--- src/rtl/prim_sparse_fsm_pkg.sv ---
// ============================================================================
//  Module      : prim_sparse_fsm_pkg
//  Description : Shared types and constant helper functions for the hardened
//                sparse-FSM state register and its legality checker.
//  Revision    : 1.0 - initial release
// ============================================================================
`default_nettype none

package prim_sparse_fsm_pkg;

    // Upper bounds that size the flattened arguments of the constant helpers.
    localparam int c_MAX_WIDTH      = 64;
    localparam int c_MAX_STATES     = 32;
    localparam int c_MAX_TABLE_BITS = c_MAX_WIDTH * c_MAX_STATES;

    // Cause of the fault that drove the guard into its terminal state.
    typedef enum logic [1:0] {
        FaultNone     = 2'd0,
        FaultIllegal  = 2'd1,
        FaultMismatch = 2'd2,
        FaultEscalate = 2'd3
    } fault_cause_e;

    // Number of differing bits between two (zero-extended) encodings.
    function automatic int hamming_dist(input logic [c_MAX_WIDTH-1:0] a,
                                        input logic [c_MAX_WIDTH-1:0] b);
        int cnt;
        cnt = 0;
        for (int k = 0; k < c_MAX_WIDTH; k++) begin
            if (a[k] != b[k]) cnt = cnt + 1;
        end
        return cnt;
    endfunction

    // Extracts entry idx of a flattened table whose entries are width bits wide.
    function automatic logic [c_MAX_WIDTH-1:0] get_entry(input logic [c_MAX_TABLE_BITS-1:0] tbl,
                                                         input int width,
                                                         input int idx);
        logic [c_MAX_WIDTH-1:0] ent;
        ent = '0;
        for (int b = 0; b < width; b++) begin
            ent[b] = tbl[idx*width + b];
        end
        return ent;
    endfunction

    // True when value matches one of the first num entries of the table.
    function automatic logic in_table(input logic [c_MAX_TABLE_BITS-1:0] tbl,
                                      input int num,
                                      input int width,
                                      input logic [c_MAX_WIDTH-1:0] value);
        logic found;
        found = 1'b0;
        for (int i = 0; i < num; i++) begin
            if (get_entry(tbl, width, i) == value) found = 1'b1;
        end
        return found;
    endfunction

    // Smallest pairwise distance over the table entries plus the terminal value.
    function automatic int min_pair_hd(input logic [c_MAX_TABLE_BITS-1:0] tbl,
                                       input int num,
                                       input int width,
                                       input logic [c_MAX_WIDTH-1:0] terminal);
        int best;
        int d;
        best = c_MAX_WIDTH;
        for (int i = 0; i < num; i++) begin
            d = hamming_dist(get_entry(tbl, width, i), terminal);
            if (d < best) best = d;
            for (int j = i + 1; j < num; j++) begin
                d = hamming_dist(get_entry(tbl, width, i), get_entry(tbl, width, j));
                if (d < best) best = d;
            end
        end
        return best;
    endfunction

    // True when no two table entries are identical.
    function automatic logic all_distinct(input logic [c_MAX_TABLE_BITS-1:0] tbl,
                                          input int num,
                                          input int width);
        logic ok;
        ok = 1'b1;
        for (int i = 0; i < num; i++) begin
            for (int j = i + 1; j < num; j++) begin
                if (get_entry(tbl, width, i) == get_entry(tbl, width, j)) ok = 1'b0;
            end
        end
        return ok;
    endfunction

endpackage

`default_nettype wire

--- src/rtl/prim_sparse_fsm_legal_chk.sv ---
// ============================================================================
//  Module      : prim_sparse_fsm_legal_chk
//  Description : Combinational membership check of an encoding against the
//                table of legal sparse-FSM encodings.
//  Revision    : 1.0 - initial release
// ============================================================================
`default_nettype none

module prim_sparse_fsm_legal_chk
    import prim_sparse_fsm_pkg::*;
#(
    parameter int                              Width          = 8,
    parameter int                              NumStates      = 4,
    parameter logic [NumStates-1:0][Width-1:0] StateEncodings = {8'hCC, 8'h33, 8'hF0, 8'h0F}
) (
    input  logic [Width-1:0] state_i,
    output logic             legal_o
);

    logic [NumStates-1:0] w_match;

    // One comparator per legal encoding; the value is legal if any one hits.
    for (genvar i = 0; i < NumStates; i++) begin : g_match
        assign w_match[i] = (state_i == StateEncodings[i]);
    end

    assign legal_o = |w_match;

endmodule

`default_nettype wire

--- src/rtl/prim_sparse_fsm_guard.sv ---
// ============================================================================
//  Module      : prim_sparse_fsm_guard
//  Description : Hardened sparse-FSM state register with optional inverted
//                shadow copy. Illegal encodings, rail mismatch or external
//                escalation lock the register into a terminal encoding that
//                only reset can leave.
//  Revision    : 1.0 - initial release
// ============================================================================
`default_nettype none

module prim_sparse_fsm_guard
    import prim_sparse_fsm_pkg::*;
#(
    parameter int                              Width                 = 8,
    parameter int                              NumStates             = 4,
    parameter logic [NumStates-1:0][Width-1:0] StateEncodings        = {8'hCC, 8'h33, 8'hF0, 8'h0F},
    parameter logic [Width-1:0]                ResetValue            = 8'h0F,
    parameter logic [Width-1:0]                TerminalValue         = 8'hAA,
    parameter bit                              DualRail              = 1'b1,
    parameter int                              MinHd                 = 3,
    parameter bit                              EnableAlertTriggerSVA = 1'b1
) (
    input  logic             clk_i,
    input  logic             rst_ni,
    input  logic             en_i,
    input  logic [Width-1:0] state_i,
    input  logic             escalate_i,
    output logic [Width-1:0] state_o,
    output logic             locked_o,
    output logic             err_o,
    output logic             err_pulse_o
);

    // ------------------------------------------------------------------------
    // Elaboration-time checks on the encoding table
    // ------------------------------------------------------------------------
    localparam logic [c_MAX_TABLE_BITS-1:0] c_TABLE_EXT    = c_MAX_TABLE_BITS'(StateEncodings);
    localparam logic [c_MAX_WIDTH-1:0]      c_RESET_EXT    = c_MAX_WIDTH'(ResetValue);
    localparam logic [c_MAX_WIDTH-1:0]      c_TERMINAL_EXT = c_MAX_WIDTH'(TerminalValue);

    if (Width > c_MAX_WIDTH || NumStates > c_MAX_STATES || NumStates < 1) begin : g_chk_size
        $fatal(1, "prim_sparse_fsm_guard: Width/NumStates outside supported range");
    end
    if (!in_table(c_TABLE_EXT, NumStates, Width, c_RESET_EXT)) begin : g_chk_reset
        $fatal(1, "prim_sparse_fsm_guard: ResetValue not in StateEncodings");
    end
    if (in_table(c_TABLE_EXT, NumStates, Width, c_TERMINAL_EXT)) begin : g_chk_terminal
        $fatal(1, "prim_sparse_fsm_guard: TerminalValue must not be in StateEncodings");
    end
    if (!all_distinct(c_TABLE_EXT, NumStates, Width)) begin : g_chk_distinct
        $fatal(1, "prim_sparse_fsm_guard: StateEncodings entries are not distinct");
    end
    if (min_pair_hd(c_TABLE_EXT, NumStates, Width, c_TERMINAL_EXT) < MinHd) begin : g_chk_hd
        $fatal(1, "prim_sparse_fsm_guard: pairwise Hamming distance below MinHd");
    end
    if (EnableAlertTriggerSVA > 1'b1) begin : g_chk_sva_param
        $fatal(1, "prim_sparse_fsm_guard: EnableAlertTriggerSVA must be 0 or 1");
    end

    // ------------------------------------------------------------------------
    // Registers and fault detection
    // ------------------------------------------------------------------------
    logic [Width-1:0] r_state;
    logic             r_locked;
    logic             r_err;
    logic             r_err_pulse;

    logic             w_legal;
    logic             w_illegal;
    logic             w_mismatch;
    logic             w_fault;
    logic             w_lock_next;
    logic             w_err_cause;
    fault_cause_e     w_cause;

    prim_sparse_fsm_legal_chk #(
        .Width          (Width),
        .NumStates      (NumStates),
        .StateEncodings (StateEncodings)
    ) u_legal_chk (
        .state_i (r_state),
        .legal_o (w_legal)
    );

    // The terminal encoding is not in the table but is a valid resting value.
    assign w_illegal   = !w_legal && (r_state != TerminalValue);
    assign w_fault     = w_illegal || w_mismatch || escalate_i;
    assign w_lock_next = r_locked || w_fault;

    // Highest-priority cause; escalation only counts when nothing else fired.
    always_comb begin
        w_cause = FaultNone;
        if (w_illegal)       w_cause = FaultIllegal;
        else if (w_mismatch) w_cause = FaultMismatch;
        else if (escalate_i) w_cause = FaultEscalate;
    end

    assign w_err_cause = (w_cause == FaultIllegal) || (w_cause == FaultMismatch);

    if (DualRail) begin : g_dual_rail
        logic [Width-1:0] r_shadow;

        // Inverted copy of the primary register, following the same precedence.
        always_ff @(posedge clk_i) begin
            if (!rst_ni) begin
                r_shadow <= ~ResetValue;
            end else if (w_lock_next) begin
                r_shadow <= ~TerminalValue;
            end else if (en_i) begin
                r_shadow <= ~state_i;
            end
        end

        assign w_mismatch = (r_state != ~r_shadow);
    end else begin : g_single_rail
        assign w_mismatch = 1'b0;
    end

    // Primary state, lock flag and fault flags: reset > lock/fault > load > hold.
    always_ff @(posedge clk_i) begin
        if (!rst_ni) begin
            r_state     <= ResetValue;
            r_locked    <= 1'b0;
            r_err       <= 1'b0;
            r_err_pulse <= 1'b0;
        end else begin
            r_err_pulse <= w_fault && !r_locked;
            if (w_lock_next) begin
                r_state  <= TerminalValue;
                r_locked <= 1'b1;
                r_err    <= r_err || w_err_cause;
            end else if (en_i) begin
                r_state  <= state_i;
            end
        end
    end

    // Zero-latency override so the parent never decodes an illegal value.
    assign state_o     = w_lock_next ? TerminalValue : r_state;
    assign locked_o    = r_locked;
    assign err_o       = r_err;
    assign err_pulse_o = r_err_pulse;

`ifdef INC_ASSERT
    logic w_out_legal;

    prim_sparse_fsm_legal_chk #(
        .Width          (Width),
        .NumStates      (NumStates),
        .StateEncodings (StateEncodings)
    ) u_out_chk (
        .state_i (state_o),
        .legal_o (w_out_legal)
    );

    a_lock_sticky : assert property (@(posedge clk_i) $fell(r_locked) |-> $past(!rst_ni));
    a_out_legal   : assert property (@(posedge clk_i) disable iff (!rst_ni)
                                     w_out_legal || (state_o == TerminalValue));

    if (EnableAlertTriggerSVA) begin : g_alert_sva
        a_err_alert : assert property (@(posedge clk_i) disable iff (!rst_ni) err_o |-> locked_o);
    end
`endif

endmodule

`default_nettype wire

--- config.mk ---
export PLATFORM = sky130hd
export DESIGN_NAME = prim_sparse_fsm_guard
export DESIGN_NICKNAME = d
export VERILOG_FILES = /design/src/rtl/prim_sparse_fsm_pkg.sv /design/src/rtl/prim_sparse_fsm_legal_chk.sv /design/src/rtl/prim_sparse_fsm_guard.sv
export SDC_FILE = /design/constraint.sdc
export NUM_CORES = 1
export LEC_CHECK = 0
export BUFFER_PORTS_ARGS = -buffer_cell sky130_fd_sc_hd__buf_2
export CAP_MARGIN = 25
export CORE_MARGIN = 1
export CORE_UTILIZATION = 25
export DETAILED_ROUTE_END_ITERATION = 16
export PLACE_DENSITY = 0.5
export REMOVE_ABC_BUFFERS = 1
export SLEW_MARGIN = 20
export SYNTH_ARGS = -nofsm -noshare
export SYNTH_HDL_FRONTEND = slang
export SYNTH_SLANG_ARGS = --single-unit
--- constraint.sdc ---
create_clock -name clk_i -period 3 [get_ports clk_i]
set_clock_uncertainty 0.2 [all_clocks]
set_input_delay 0.3 -clock clk_i [delete_from_list [all_inputs] [get_ports clk_i]]
set_output_delay 0.3 -clock clk_i [all_outputs]
set_load 0.005 [all_outputs]
==> metrics.yaml, run 1 <==
outcome: "finished, final reports clean"
setup_violations: 0
num_rows: 21
cts_sinks: 19
cts_buffer_depth: 2
synth_ff_type: "dfxtp_1"
period_share: 0.809
num_vias: 799
io_buffers: 22
relSlewSlack: 0.394
numCtsBuffers: 3
slew_violations: 0
drt_iter0_drc: 56
ir_drop_uv: 151
core_area_um2: 3470
cts_tree: "yes"
worstMarginPinSlew_ps: 903
fmax_mhz: 412
totalWireLength_mm: 2.08
start_util: 0.271
synth_cells: 90
grt_pass1_wl_mm: 3.73
dp_cells: 152
pin_count: 23
rsz0062_at_grt: "no"
ys_ff_latch: 19
maxCapViolations: 0
cp_max_fo: 27
period_minus_slack_ps: 2430
hold_path_class: "primary input to register"
synth_compound_area_frac: 0.144
holdPathStages: 3
drive_gt1_frac: 0.336
synth_simple_gate_area_frac: 0.269
final_nets: 123
syn2layout_area_growth_pct: 18.4
start_kind: "register"
layoutNonFillerInstCount: 156
syn_avg_cell_area_um2: 10.4
leakage_uw: 0.000472
synth_fa_ha_area_frac: 0
postCtsSetupBuffers: 0
synth.cell_area_um2: 940
path_class: "register to output port"
cts_hold_repair.buffers: 0
die_x_um: 63.3
yosysUniqueCellTypes: 28
cts_resized: 0
power_density_nw_per_um2: 454
clkLatencyLatePin_ps: 260
hold_viol_final: 0
grt_start_max_net_pins: 28
synth_top_family_by_area: "simple AND/OR/NAND/NOR gates"
critPathArrivalTime_ps: 1930
synth_mux_area_frac: 0.0439
final.fill_count: 390
wl_per_cell_um: 13.3
async_flop_share: 0
tns_ps: 0
dp_hpwl_mm: 1.47
first_global_vias: 754
die_area_um2: 4010
grt.total_usage: 0.116
gp_congestion: 0.725
htreeDepth: 1
ys_seq_area_frac: 0.405
reg2reg_depth: 4
detail_route.first_pass.iterations: 4
clk_pin_slew_ps: 70
die_h_um: 63.3
synth-xor-area-share: 0.0746
ant_nets: 0
overflow: 0
ys_warn_count: 0
worstSetupEndpointType: "output port"
critical_path_required_ps: 2500
cts-root-buf: "clkbuf_8"
antenna_found_initial: 0
drc_errors: 0
synth-edff-count: 0
avgViaCountPerCell: 5.12
antenna_cells: 0
[registers in the layout (all words and copies together) (netlist names)]
register,flops
err_o,1
err_pulse_o,1
g_dual_rail.r_shadow,8
locked_o,1
r_state,8
[routing by layer]
metal	vias to the layer above	part of all wire	track usage
met2	22	0.46	0.180
met4	0	0.013	0.0511
met1	383	0.49	0.157
met3	2	0.038	0.0163
li1	392	-	-
met5	-	0	0
[cells in the mapped netlist (2+ instances only)]
library cell  number  area share
xor2_1             8       0.075
buf_4              2       0.016
and4bb_2           5       0.067
buf_6              2       0.024
mux2i_1            3       0.032
nor2_1             2      0.0080
a41oi_1            4       0.037
nand4_1            9       0.060
nand2_1            3       0.012
o21ai_0            3       0.016
and4_1             7       0.065
dfxtp_1           19        0.40
inv_1              3       0.012
a41o_1             4       0.043
clkbuf_1           3       0.012
[stage by stage]
stage	total power (uW)	util	area [um^2]	setup WS (ps)	hold WS [ps]
after global placement	329	0.307	1070	855	258
after detailed placement	331	0.307	1070	841	269
after global routing	531	0.321	1110	346	117
final	505	0.321	1110	574	95.4
after CTS	510	0.321	1110	540	101
after floorplan	307	-	891	1210	250
[final cells by class]
cell class                 count  area, um^2  area share
timing repair buffer          23         118       0.106
clock inverter                 1        5.00     0.00450
clock buffer                   3        41.3      0.0371
multi-input combinational     61         499       0.449
sequential                    19         380       0.342
inverter                       3        11.3      0.0101
tap                           46        57.6      0.0517
[final timing paths]
check,startpoint,end,slack (ps)
setup / recovery,r_state[6],state_o[0],570
setup reg to reg,r_state[6],g_dual_rail.r_shadow[0],1180
hold reg to reg,locked_o,err_pulse_o,270
hold / removal,state_i[3],r_state[3],100
[critical path: stages, from the launching register on]
cell	delay, ps
dfxtp_1	420
xor2_1	190
nand4_1	170
nor2_4	490
and4_1	280
buf_2	110
[cells by family (layout without fill, tap and decap cells)]
group	after synthesis	count (layout)
AOI/OAI and AO/OA	16	16
buffers and inverters	10	30
DFF	19	19
xor gates and xnor gates	8	8
and+or+nand+nor	33	33
muxes	4	4
[report_power, final]
group | switching [uW] | internal [uW] | leakage (uW)
Combinational | 33.9 | 23.4 | 0.000289
Clock | 88.5 | 92.5 | 0.0000255
Sequential | 6.70 | 260 | 0.000157
Total | 129 | 376 | 0.000472
[cell usage in the layout, fill, tap and decap left out, types with 4 or more instances in the layout]
cell	n
xor2_1	8
buf_2	22
a41oi_1	4
dfxtp_1	19
nand4_1	9
a41o_1	4
and4_1	7
and4bb_2	5
Note: power is estimated with default switching activity, not from simulation.
==> run 2: changes to the inputs <==
ABC_AREA = 1   (was default)
PLACE_DENSITY = 0.52   (was 0.5)
clock period = 2.2 ns   (was 3 ns; I/O delays follow)
==> run 2 against run 1 <==
  * Sequential power is 38% higher
  * First-iteration DRC count is 16% lower
  * Utilization is 0.68 points higher
  * Combinational power is 62% higher
  * Critical path depth is 5 higher
  * Die area is 5.7% higher
  * Sequential share of layout area is 2.8 points lower
  * Setup slack worse by 460 ps
  * Global-route usage is 0.28 points lower
  * Wire length is 4.8% higher
  * Critical path type unchanged
  * Largest power group unchanged
  * Highest routed layer unchanged
==> metrics.yaml, run 2 <==
outcome: "finished, final reports clean"
pwr-share-comb: 0.131
p_clk_frac: 0.351
io_buffers: 22
synth_top_family_by_area: "simple AND/OR/NAND/NOR gates"
critical_path_required_ps: 1780
drt_iter0_drc: 47
grt_pass1_wl_mm: 3.47
min_from: "state_i[4]"
cts_sinks: 19
switching_share: 0.266
layoutNonFillerInstCount: 227
num_vias: 882
yosysMostFrequentCell: "nand2_1"
synth_cells: 153
cpPeakStageDelay_ps: 400
numCtsBuffers: 3
grt.total_usage: 0.113
synth.cell_area_um2: 995
overflow: 0
r2r_slack_ps: 420
detail_route.first_pass.iterations: 4
synth_compound_area_frac: 0.0478
ir_drop_uv: 172
reg.largest.list: "g_dual_rail.r_shadow (8), r_state (8)"
synth-xor-area-share: 0
start_util: 0.266
tns_ps: 0
antenna_cells: 0
worstMarginPinSlew_ps: 280
final_common_cell: "nand2_1"
reg2reg_depth: 11
die_x_um: 65.1
drc_errors: 0
rsz0062_at_grt: "no"
pin_count: 23
p_seq_frac: 0.518
synth_simple_gate_area_frac: 0.438
fin_ws_ps: 116
holdPathStages: 3
synth-edff-count: 0
power_density_nw_per_um2: 580
fin_hold_ws_ps: 35.1
dp_hpwl_mm: 1.75
final_area_um2: 1230
post-place-ws_ps: 336
yosysUniqueCellTypes: 18
leakage_uw: 0.000671
relSlewSlack: 0.813
maxCapViolations: 0
ant_nets: 0
die_area_um2: 4230
core_area_um2: 3740
clk_pin_slew_ps: 70
place_area_um2: 1160
cts_buffer_depth: 2
crit_path_top_delay_cell: "dfxtp_1"
synth_top_area_frac: 0.382
synth_commonest_cells: "nand2_1 (53), inv_1 (23), nor2_1 (22)"
num_rows: 22
slew_violations: 0
p_switching_uw: 189
totalWireLength_mm: 2.18
path_buf_inv: 2
fmax_mhz: 480
period_share: 0.947
hold_path_class: "primary input to register"
start_kind: "register"
final_nets: 192
syn2layout_area_growth_pct: 23.3
dp_cells: 222
ys_ff_latch: 19
setup_violations: 0
worst_r2r_endpoint: "g_dual_rail.r_shadow[2]"
path_class: "register to output port"
avgViaCountPerCell: 3.89
r2r-start: "r_state[4]"
intPower_uw: 521
worst_hold_path.endpoint: "r_state[4]"
cts-root-buf: "clkbuf_8"
ys_warn_count: 0
critPathMostFrequentCell: "nand2_1"
cp_max_fo: 6
synth_top_area_cell: "dfxtp_1"
ys_seq_area_frac: 0.382
grt_start_max_net_pins: 11
htreeDepth: 1
worstPathCellList: "inv_2 -> nand2_1 -> nand2_1 -> nor2_1 -> nand2_2 -> nor2_8 -> nand3_4 -> nor2_8 -> nand2_1 -> buf_2"
drive_gt1_frac: 0.302
worstSetupEndpointType: "output port"
async_flop_share: 0
wl_per_cell_um: 9.59
first_global_vias: 792
clkLatencyLatePin_ps: 260
antenna_found_initial: 0
crit_family: "simple AND/OR/NAND/NOR gates"
synth_mux_area_frac: 0
most-common-layout-cells: "nand2_1 (52), inv_1 (23), buf_2 (22)"
syn_avg_cell_area_um2: 6.50
hold_viol_final: 0
postCtsSetupBuffers: 0
cts_tree: "yes"
synth_area_leaders: "dfxtp_1 (38%), nand2_1 (20%), inv_1 (8.7%)"
period_minus_slack_ps: 2080
synth_fa_ha_area_frac: 0
die_h_um: 65.1
synth_ff_type: "dfxtp_1"
gp_congestion: 0.724
critPathArrivalTime_ps: 1660
[run 2: cell count changes in the layout (fill, tap and decap cells not counted), moves of 3 or more]
cell	previous run	this run
nand2_1	3	52
inv_1	3	23
nor2_1	2	21
inv_2	0	11
nand4_1	9	0
xor2_1	8	0
and4_1	7	0
and4bb_2	5	0
nand2_2	1	6
a41o_1	4	0
a41oi_1	4	0
dfxtp_1	19	15
dfxtp_2	0	4
mux2i_1	3	0
[run 2: how the worst max path moves through the flow]
stage	endpoint	start	slack [ps]	cells after the start
2_1_floorplan	g_dual_rail.r_shadow[0]	r_state[4]	620	11
3_3_place_gp	state_o[5]	r_state[6]	350	10
3_5_place_dp	state_o[5]	r_state[6]	340	10
4_1_cts	state_o[5]	r_state[6]	40	10
5_1_grt	state_o[5]	r_state[7]	3	8
6_report	state_o[5]	r_state[4]	120	10
[run 2: metal layers]
layer | part of all wire | global-route usage | up-vias
met2 | 0.46 | 0.184 | 14
met4 | 0.020 | 0.0652 | 0
met5 | 0 | 0 | -
met1 | 0.49 | 0.138 | 366
met3 | 0.030 | 0.0211 | 4
li1 | - | - | 498
[run 2: timing repair]
item / CTS / global route
resized for setup: 0 / 6
endpoints found under the hold margin: 1 / 0
endpoints found under the setup margin: 0 / 8
hold buffers: 1 / 0
[run 2: per-stage QoR]
| step | utilization | power [uW] |
|---|---|---|
| after floorplan | - | 438 |
| after global placement | 0.310 | 468 |
| after detailed placement | 0.310 | 467 |
| after CTS | 0.325 | 721 |
| after global routing | 0.328 | 746 |
| final | 0.328 | 711 |
[run 2: final cells by class]
type	count	area, um^2
fill	439	2520
multi-input combinational	99	488
sequential	19	385
inverter	34	128
timing repair buffer	23	120
tap	48	60.1
clock buffer	4	45.0
[run 2: logic make-up after synthesis]
group / count (synthesis)
flops: 19
compound gates: 9
buf+inv: 35
simple gates: 90
[run 2: worst reg2reg max path: cells and delay by family (launching register included)]
| family | cells | cell delay [ps] |
|---|---|---|
| flops | 1 | 400 |
| simple gates | 9 | 980 |
| buf+inv | 2 | 90 |
[run 2: power groups by stage]
stage               sequential (uW)  combinational [uW]  clock (uW)
floorplan                       375                63.7           0
CTS                             368                93.0         260
detailed placement              376                91.4           0
global placement                376                91.8           0
finish                          368                92.9         250
global route                    370                 106         270
